`src/rtl/frame_aligner_pkg.sv`:
```
// Shared definitions for the serial frame aligner.
//   state_t            : aligner FSM states (HUNT, PAYLOAD, CHECK)
//   DEF_SYNC_WORD      : default 16-bit sync pattern, first received bit = bit 15
//   DEF_PAYLOAD_BYTES  : default payload bytes per frame
//   DEF_MISS_MAX       : default consecutive sync misses before lock is dropped
package frame_aligner_pkg;

  typedef enum logic [1:0] {
    HUNT    = 2'd0,
    PAYLOAD = 2'd1,
    CHECK   = 2'd2
  } state_t;

  localparam logic [15:0] DEF_SYNC_WORD     = 16'hA5C3;
  localparam int          DEF_PAYLOAD_BYTES = 8;
  localparam int          DEF_MISS_MAX      = 3;

endpackage

```
`src/rtl/frame_aligner_sipo.sv`:
```
// Serial-in parallel-out byte assembler, MSB (first received bit) in bit 7.
// Ports:
//   clk, rst     : clock, asynchronous active-high reset
//   clr          : synchronous clear of the partial byte and bit counter
//   shift_en     : accept bit_in this cycle
//   bit_in       : serial data bit
//   last_bit     : the bit accepted this cycle (if shift_en) completes a byte
//   byte_out     : last completed byte, held until the next one
//   byte_valid   : one-cycle strobe, registered one clock after the 8th bit
module frame_aligner_sipo (
  input  logic       clk,
  input  logic       rst,
  input  logic       clr,
  input  logic       shift_en,
  input  logic       bit_in,
  output logic       last_bit,
  output logic [7:0] byte_out,
  output logic       byte_valid
);

  // Only seven bits need storing: the eighth arrives on bit_in and goes
  // straight into byte_out.
  logic [6:0] shift;
  logic [2:0] bit_cnt;

  assign last_bit = (bit_cnt == 3'd7);

  always_ff @(posedge clk or posedge rst) begin
    if (rst) begin
      shift      <= '0;
      bit_cnt    <= '0;
      byte_out   <= '0;
      byte_valid <= 1'b0;
    end else begin
      byte_valid <= 1'b0;
      if (clr) begin
        shift   <= '0;
        bit_cnt <= '0;
      end else if (shift_en) begin
        shift <= {shift[5:0], bit_in};
        if (last_bit) begin
          bit_cnt    <= '0;
          byte_out   <= {shift, bit_in};
          byte_valid <= 1'b1;
        end else begin
          bit_cnt <= bit_cnt + 3'd1;
        end
      end
    end
  end

endmodule

```
`src/rtl/frame_aligner.sv`:
```
// Serial frame aligner: hunts for SYNC_WORD in a 1-bit stream, then delivers
// PAYLOAD_BYTES bytes per frame and verifies the sync word at each expected
// boundary, flywheeling through up to MISS_MAX-1 consecutive misses.
// Ports:
//   clk_i        : clock, all state on rising edge
//   rst_i        : asynchronous active-high reset
//   data_i       : descrambled serial bit, one per clock
//   byte_o       : assembled payload byte, first received bit in bit 7
//   byte_valid_o : one-cycle strobe, byte_o valid
//   sof_o        : with byte_valid_o on the first payload byte of a frame
//   locked_o     : frame alignment held
//   sync_err_o   : one-cycle strobe per missed sync at an expected boundary
module frame_aligner
  import frame_aligner_pkg::*;
#(
  parameter logic [15:0] SYNC_WORD     = DEF_SYNC_WORD,
  parameter int          PAYLOAD_BYTES = DEF_PAYLOAD_BYTES,
  parameter int          MISS_MAX      = DEF_MISS_MAX
) (
  input  logic       clk_i,
  input  logic       rst_i,
  input  logic       data_i,
  output logic [7:0] byte_o,
  output logic       byte_valid_o,
  output logic       sof_o,
  output logic       locked_o,
  output logic       sync_err_o
);

  localparam logic [7:0] LAST_BYTE  = 8'(PAYLOAD_BYTES - 1);
  localparam logic [4:0] MISS_LIMIT = 5'(MISS_MAX);

  state_t      state, state_next;
  // Last 15 received bits; together with data_i they form the 16-bit window.
  // It shifts in every state so that a failed CHECK leaves its bits in the
  // window for the following HUNT.
  logic [14:0] window;
  logic [15:0] window_next;
  logic [7:0]  byte_cnt, byte_cnt_next;
  logic [3:0]  chk_cnt, chk_cnt_next;
  logic [3:0]  miss_cnt, miss_cnt_next;
  logic [4:0]  miss_inc;
  logic        sof_next, sync_err_next;
  logic        sipo_clr, sipo_shift, sipo_last;

  assign window_next = {window, data_i};
  assign miss_inc    = {1'b0, miss_cnt} + 5'd1;

  frame_aligner_sipo u_sipo (
    .clk        (clk_i),
    .rst        (rst_i),
    .clr        (sipo_clr),
    .shift_en   (sipo_shift),
    .bit_in     (data_i),
    .last_bit   (sipo_last),
    .byte_out   (byte_o),
    .byte_valid (byte_valid_o)
  );

  always_ff @(posedge clk_i or posedge rst_i) begin
    if (rst_i) begin
      state      <= HUNT;
      window     <= '0;
      byte_cnt   <= '0;
      chk_cnt    <= '0;
      miss_cnt   <= '0;
      sof_o      <= 1'b0;
      sync_err_o <= 1'b0;
      locked_o   <= 1'b0;
    end else begin
      state      <= state_next;
      window     <= window_next[14:0];
      byte_cnt   <= byte_cnt_next;
      chk_cnt    <= chk_cnt_next;
      miss_cnt   <= miss_cnt_next;
      sof_o      <= sof_next;
      sync_err_o <= sync_err_next;
      locked_o   <= (state_next != HUNT);
    end
  end

  always_comb begin
    state_next    = state;
    byte_cnt_next = byte_cnt;
    chk_cnt_next  = chk_cnt;
    miss_cnt_next = miss_cnt;
    sof_next      = 1'b0;
    sync_err_next = 1'b0;
    sipo_clr      = 1'b0;
    sipo_shift    = 1'b0;
    case (state)
      HUNT: begin
        // Keep the byte assembler empty so the first payload bit lands in bit 7.
        sipo_clr = 1'b1;
        if (window_next == SYNC_WORD) begin
          state_next    = PAYLOAD;
          miss_cnt_next = '0;
          byte_cnt_next = '0;
        end
      end
      PAYLOAD: begin
        sipo_shift = 1'b1;
        if (sipo_last) begin
          sof_next = (byte_cnt == 8'd0);
          if (byte_cnt == LAST_BYTE) begin
            state_next    = CHECK;
            byte_cnt_next = '0;
            chk_cnt_next  = '0;
          end else begin
            byte_cnt_next = byte_cnt + 8'd1;
          end
        end
      end
      CHECK: begin
        if (chk_cnt == 4'd15) begin
          chk_cnt_next = '0;
          if (window_next == SYNC_WORD) begin
            miss_cnt_next = '0;
            state_next    = PAYLOAD;
          end else begin
            sync_err_next = 1'b1;
            if (miss_inc < MISS_LIMIT) begin
              miss_cnt_next = miss_inc[3:0];
              state_next    = PAYLOAD;
            end else begin
              state_next = HUNT;
            end
          end
        end else begin
          chk_cnt_next = chk_cnt + 4'd1;
        end
      end
      default: state_next = HUNT;
    endcase
  end

endmodule

```
`config.mk`:
```
export PLATFORM = sky130hd
export DESIGN_NAME = frame_aligner
export DESIGN_NICKNAME = d
export VERILOG_FILES = /design/src/rtl/frame_aligner_pkg.sv /design/src/rtl/frame_aligner_sipo.sv /design/src/rtl/frame_aligner.sv
export SDC_FILE = /design/constraint.sdc
export NUM_CORES = 1
export LEC_CHECK = 0
export ABC_AREA = 1
export CORE_MARGIN = 10
export CORE_UTILIZATION = 45
export CTS_CLUSTER_DIAMETER = 200
export DETAILED_ROUTE_END_ITERATION = 8
export GPL_TIMING_DRIVEN = 0
export PLACE_DENSITY = 0.69
export SLEW_MARGIN = 20
export SYNTH_ARGS = -nofsm -noshare
export SYNTH_HDL_FRONTEND = slang
export SYNTH_SLANG_ARGS = --single-unit
```
`constraint.sdc`:
```
create_clock -name clk_i -period 1.54 [get_ports clk_i]
set_input_delay 0.231 -clock clk_i [delete_from_list [all_inputs] [get_ports clk_i]]
set_output_delay 0.231 -clock clk_i [all_outputs]
set_load 0.1 [all_outputs]
```
==> results of run 1 <==
## per-stage QoR
step | worst slack (ps) | hold WS [ps]
floorplan | 91.5 | 262
global placement | -265 | 356
detailed placement | -277 | 362
CTS | 18.8 | 264
global route | -4.14 | 291
finish | 57.6 | 257
## kinds of logic after synthesis
group                    share of synthesized area [%]
AND/OR/NAND/NOR                                   21.8
XOR/XNOR                                          1.80
flip-flops                                        56.6
AO/OA/AOI/OAI                                     7.72
adder cells (fa/ha/maj)                           3.09
buffers and inverters                             8.96
## sequential cells by signal (all words and copies together) (netlist names)
signal             flops
state                  2
u_sipo.byte_out        8
chk_cnt                4
u_sipo.shift           7
window                15
sync_err_o             1
miss_cnt               4
u_sipo.byte_valid      1
u_sipo.bit_cnt         3
sof_o                  1
byte_cnt               8
locked_o               1
## path summary, 6_finish.rpt
kind	start	to	slack, ps	cells after the start
max in group asynchronous	rst_i	byte_cnt[4]$_DFFE_PP0P_	700	4
max reg2reg	u_sipo.bit_cnt[0]$_DFFE_PP0P_	byte_cnt[6]$_DFFE_PP0P_	90	9
min	rst_i	window[11]$_DFF_PP0_	260	2
min reg2reg	window[2]$_DFF_PP0_	window[3]$_DFF_PP0_	380	0
max	u_sipo.byte_out[5]$_DFFE_PP0P_	byte_o[5]	60	1
min in group clk_i	window[2]$_DFF_PP0_	window[3]$_DFF_PP0_	380	0
## cell usage after synthesis
cell type	count	area, um2
nand3_4	1	17.5
inv_1	42	158
buf_12	1	20.0
dfrtp_1	55	1380
nand3_2	1	10.0
a22o_2	2	20.0
o21ai_0	11	55.1
buf_6	2	22.5
ha_1	6	75.1
nand2_4	1	11.3
o21ai_2	6	52.6
nor2_4	1	11.3
nand4_1	2	12.5
nand2_8	1	20.0
nor2_1	27	101
a21oi_1	2	10.0
inv_8	1	11.3
nor2_8	1	20.0
nor3_1	4	20.0
nand2_1	53	199
o22ai_1	8	50.1
xor2_1	5	43.8
nor2_2	1	6.26
nand2_2	1	6.26
nand3_1	19	95.1
inv_4	1	6.26
## timing repair
item | in CTS | in global routing
endpoints found under the setup margin | 16 | 16
resized for setup | 37 | 18
pin swaps | 0 | 7
buffers inserted | 0 | 7
## per-layer routing
metal | vias up | global-route usage (%) | part of all wire (%)
li1 | 861 | - | -
met1 | 809 | 13.3 | 48
met2 | 19 | 17.5 | 47
met3 | 7 | 2.96 | 3.0
met4 | 0 | 5.01 | 1.5
met5 | - | 0 | 0
## where the power goes
part	switching (mW)	internal, mW
logic	0.137	0.0470
clock network	0.471	0.321
registers	0.0173	1.48
## area by class of cell
type | instances | area [um2] | share of cell area, %
clock inverters | 3 | 18.8 | 0.643
well taps | 70 | 87.6 | 3.00
clock buffers | 5 | 68.8 | 2.36
multi-input cells | 153 | 883 | 30.3
plain buffers | 3 | 42.5 | 1.46
flip-flops and latches | 55 | 1380 | 47.2
inverters | 44 | 179 | 6.13
repair buffers | 23 | 262 | 8.96
==> impl_metrics.py, run 1 <==
metrics = {
    "synthesis": {
        "ys_seq_area_share_pct": 56.6,
        "ys_types": 26,
        "synthCells": 255,
        "syn_area_um2": 2430,
        "syn_area_per_cell_um2": 9.53,
        "synth-seq-cells": 55,
        "ys_warn_count": 0,
        "syn_nets": 264,
    },
    "die": {
        "core-area_um2": 5170,
        "pin_count": 15,
        "die_w_um": 93.5,
        "die_area_um2": 8740,
        "die_height_um": 93.5,
        "start_util_pct": 47.0,
        "rows": 26,
    },
    "final_layout": {
        "n_fill_cell": 453,
        "drive_above_1_share_pct": 23.8,
        "utilization_pct": 56.4,
        "stdcell_area_um2": 2920,
        "finalNonFillerCells": 356,
        "final_cell_mix": "dfrtp_1 (54), nand2_1 (50), inv_1 (37)",
        "syn2layout_area_growth_pct": 20.1,
        "layout_commonest_cell": "dfrtp_1",
        "n_antenna_cell": 0,
        "layout.nets": 294,
    },
    "global_route": {
        "grt_pass1_wl_mm": 7.67,
        "grt_overflow": 0,
        "antenna_found_initial": 0,
        "grt_max_degree": 21,
        "grt.total_usage_pct": 10.9,
        "grt_pass1_vias": 1682,
    },
    "clock_network": {
        "numCtsBuffers": 5,
        "cts_tree": "done",
        "clockRootBuffer": "clkbuf_8",
        "clockBufferDepth": 2,
        "htreeDepth": 2,
        "clk_latency_ps": 310,
        "cts.sinks": 55,
        "postCtsHoldBufs": 0,
        "clkTransAtPathRegs_ps": 90,
    },
    "route": {
        "via_per_inst": 4.76,
        "wl_mm": 4.28,
        "ant_nets": 0,
        "dr.pass1.iters": 4,
        "drt_iter0_markers": 34,
        "drc": 0,
        "wl_per_cell_um": 12.0,
        "num_vias": 1696,
    },
    "setup_path": {
        "end_kind": "output port",
        "startpoint_type": "flip-flop",
        "cp_slowest_stage_delay_ps": 570,
        "crit_family": "buffers and inverters",
        "crit_fanout": 2,
        "critical_path_class": "reg -> out",
        "crit_slowest_cell": "clkdlybuf4s15_2",
        "crit_buf_inv": 1,
        "worst-endpoint-required_ps": 1310,
        "worst-endpoint-arrival_ps": 1250,
        "path_cells": "clkdlybuf4s15_2",
    },
    "timing": {
        "maxSlewViolCount": 0,
        "min_period_ps": 1480,
        "finalSetupTns_ps": 0,
        "setup_viol": 0,
        "tightest_slew_ps": 551,
        "fin_crit_sh_pct": 96.3,
        "fmax_mhz": 675,
        "rsz0062_at_grt": "true",
        "skew_ps": 5.08,
        "max_slew_margin_pct": 63.4,
        "hold_viol_final": 0,
    },
    "run": {
        "drv_cap": 0,
    },
    "worst_hold_path": {
        "hold_class": "in -> async",
    },
    "power_and_ir_drop": {
        "power.density_nw_per_um2": 848,
        "ir_worst_vdd_mv": 0.572,
        "fin_total_pwr_mw": 2.48,
        "p_leak_nw": 1.41,
    },
    "run_status": {
        "status": "finished, final reports clean",
    },
    "place": {
        "dp_hpwl_mm": 3.09,
        "portBuffers": 14,
        "dp.cells": 341,
        "gp_congestion": 0.885,
        "place_area_um2": 2720,
    },
}
Note: power is estimated with default switching activity, not from simulation.
==> run 2, diff against run 1 <==
--- a/config.mk
+++ b/config.mk
@@ -12,6 +12,7 @@
 export DETAILED_ROUTE_END_ITERATION = 8
 export GPL_TIMING_DRIVEN = 0
 export PLACE_DENSITY = 0.69
+export SKIP_LAST_GASP = 1
 export SLEW_MARGIN = 20
 export SYNTH_ARGS = -nofsm -noshare
 export SYNTH_HDL_FRONTEND = slang
==> run 2 against run 1 <==
Sequential power is essentially flat. Fmax is the same. Non-clock buffer count is the same. Power is the same. Combinational power is essentially flat.
==> impl_metrics.py, run 2 (synthesis results as in run 1) <==
metrics = {
    "run_status": {
        "status": "finished, final reports clean",
    },
    "clock_network": {
        "htreeDepth": 2,
        "clkTransAtPathRegs_ps": 90,
        "clockBufferDepth": 2,
        "numCtsBuffers": 5,
        "cts.sinks": 55,
        "postCtsHoldBufs": 0,
        "clk_latency_ps": 310,
        "cts_tree": "done",
        "clockRootBuffer": "clkbuf_8",
    },
    "final_layout": {
        "stdcell_area_um2": 2920,
        "layout.nets": 294,
        "drive_above_1_share_pct": 23.8,
        "finalNonFillerCells": 356,
        "reg_top3": "window: 15 flops, byte_cnt: 8 flops, u_sipo.byte_out: 8 flops",
        "n_antenna_cell": 0,
        "utilization_pct": 56.4,
        "layout_commonest_cell": "dfrtp_1",
        "syn2layout_area_growth_pct": 20.1,
        "regMostFlops": "window",
        "largest_register_ffs": 15,
        "final_cell_mix": "dfrtp_1 (54), nand2_1 (50), inv_1 (37)",
    },
    "timing": {
        "fin_crit_sh_pct": 96.3,
        "setup_viol": 0,
        "rsz0062_at_grt": "true",
        "fin_ws_ps": 57.6,
        "min_period_ps": 1480,
        "skew_ps": 5.08,
        "tightest_slew_ps": 551,
        "fmax_mhz": 675,
        "max_slew_margin_pct": 63.4,
        "hold_viol_final": 0,
        "maxSlewViolCount": 0,
    },
    "route": {
        "via_per_inst": 4.76,
        "drt_iter0_markers": 34,
        "num_vias": 1696,
        "ant_nets": 0,
        "wl_per_cell_um": 12.0,
        "dr.pass1.iters": 4,
        "drc": 0,
        "wl_mm": 4.28,
    },
    "power_and_ir_drop": {
        "fin_total_pwr_mw": 2.48,
        "power.density_nw_per_um2": 848,
        "p_leak_nw": 1.41,
        "ir_worst_vdd_mv": 0.572,
    },
    "place": {
        "place_area_um2": 2720,
        "gp_congestion": 0.885,
        "pre_cts_ws_ps": -277,
        "dp.cells": 341,
        "portBuffers": 14,
        "dp_hpwl_mm": 3.09,
    },
    "setup_path": {
        "crit_fanout": 2,
        "critical_path_class": "reg -> out",
        "crit_family": "buffers and inverters",
        "worst-endpoint-arrival_ps": 1250,
        "path_cells": "clkdlybuf4s15_2",
        "end_kind": "output port",
        "startpoint_type": "flip-flop",
        "crit_slowest_cell": "clkdlybuf4s15_2",
        "cp_slowest_stage_delay_ps": 570,
        "crit_buf_inv": 1,
        "worst-endpoint-required_ps": 1310,
    },
    "die": {
        "rows": 26,
        "core-area_um2": 5170,
        "pin_count": 15,
        "start_util_pct": 47.0,
        "die_height_um": 93.5,
        "die_w_um": 93.5,
        "die_area_um2": 8740,
    },
    "run": {
        "drv_cap": 0,
    },
    "global_route": {
        "grt_pass1_vias": 1682,
        "grt_max_degree": 21,
        "grt_busiest_layer": "met2",
        "met1_usage_pct": 13.3,
        "grt.met2_usage_pct": 17.5,
        "antenna_found_initial": 0,
        "grt_util_met3_pct": 2.96,
        "grt_overflow": 0,
        "grt.total_usage_pct": 10.9,
        "grt_pass1_wl_mm": 7.67,
    },
    "worst_hold_path": {
        "hold_class": "in -> async",
    },
}
-- run 2: cell counts in the layout (fill, tap and decap cells not counted) --
Identical to the previous run, type by type.
-- run 2: path summary, 6_finish.rpt --
kind | start | to | slack, ps | depth (start not counted)
worst min register to register | window[2]$_DFF_PP0_ | window[3]$_DFF_PP0_ | 380 | 0
worst min-delay path | rst_i | window[11]$_DFF_PP0_ | 260 | 2
max in group asynchronous | rst_i | byte_cnt[4]$_DFFE_PP0P_ | 700 | 4
min in group clk_i | window[2]$_DFF_PP0_ | window[3]$_DFF_PP0_ | 380 | 0
worst max-delay path | u_sipo.byte_out[5]$_DFFE_PP0P_ | byte_o[5] | 60 | 1
worst max register to register | u_sipo.bit_cnt[0]$_DFFE_PP0P_ | byte_cnt[6]$_DFFE_PP0P_ | 90 | 9
-- run 2: metrics by stage --
| step | hold slack (ps) | setup TNS, ps |
|---|---|---|
| 5_1_grt | 291 | -4.91 |
| 4_1_cts | 264 | 0 |
| 3_5_place_dp | 362 | -4700 |
| 2_1_floorplan | 262 | 0 |
| 6_report | 257 | 0 |
| 3_3_place_gp | 356 | -5630 |
-- run 2: timing repair --
action	CTS	global route
setup endpoints to repair	16	16
gates cloned	0	0
gates resized for setup	37	18
setup buffers	0	7
pin swaps	0	7
-- run 2: final cells by class --
| class | count | area, um2 |
|---|---|---|
| Fill cell | 453 | 2250 |
| Sequential cell | 55 | 1380 |
| Multi-Input combinational cell | 153 | 883 |
| Timing Repair Buffer | 23 | 262 |
| Inverter | 44 | 179 |
| Tap cell | 70 | 87.6 |
| Clock buffer | 5 | 68.8 |
| Buffer | 3 | 42.5 |
| Clock inverter | 3 | 18.8 |
-- run 2: power by group --
group          leakage (nW)  internal, mW  switching [mW]  total (mW)
sequential            0.667          1.48          0.0173        1.50
clock                0.0483         0.321           0.471       0.793
combinational         0.695        0.0470           0.137       0.184
total                  1.41          1.85           0.625        2.48
-- run 2: per-layer routing --
metal / part of all wire, % / wire [um]
met1: 48 / 2070
met2: 47 / 2010
met3: 3.0 / 130
met4: 1.5 / 63
met5: 0 / 0
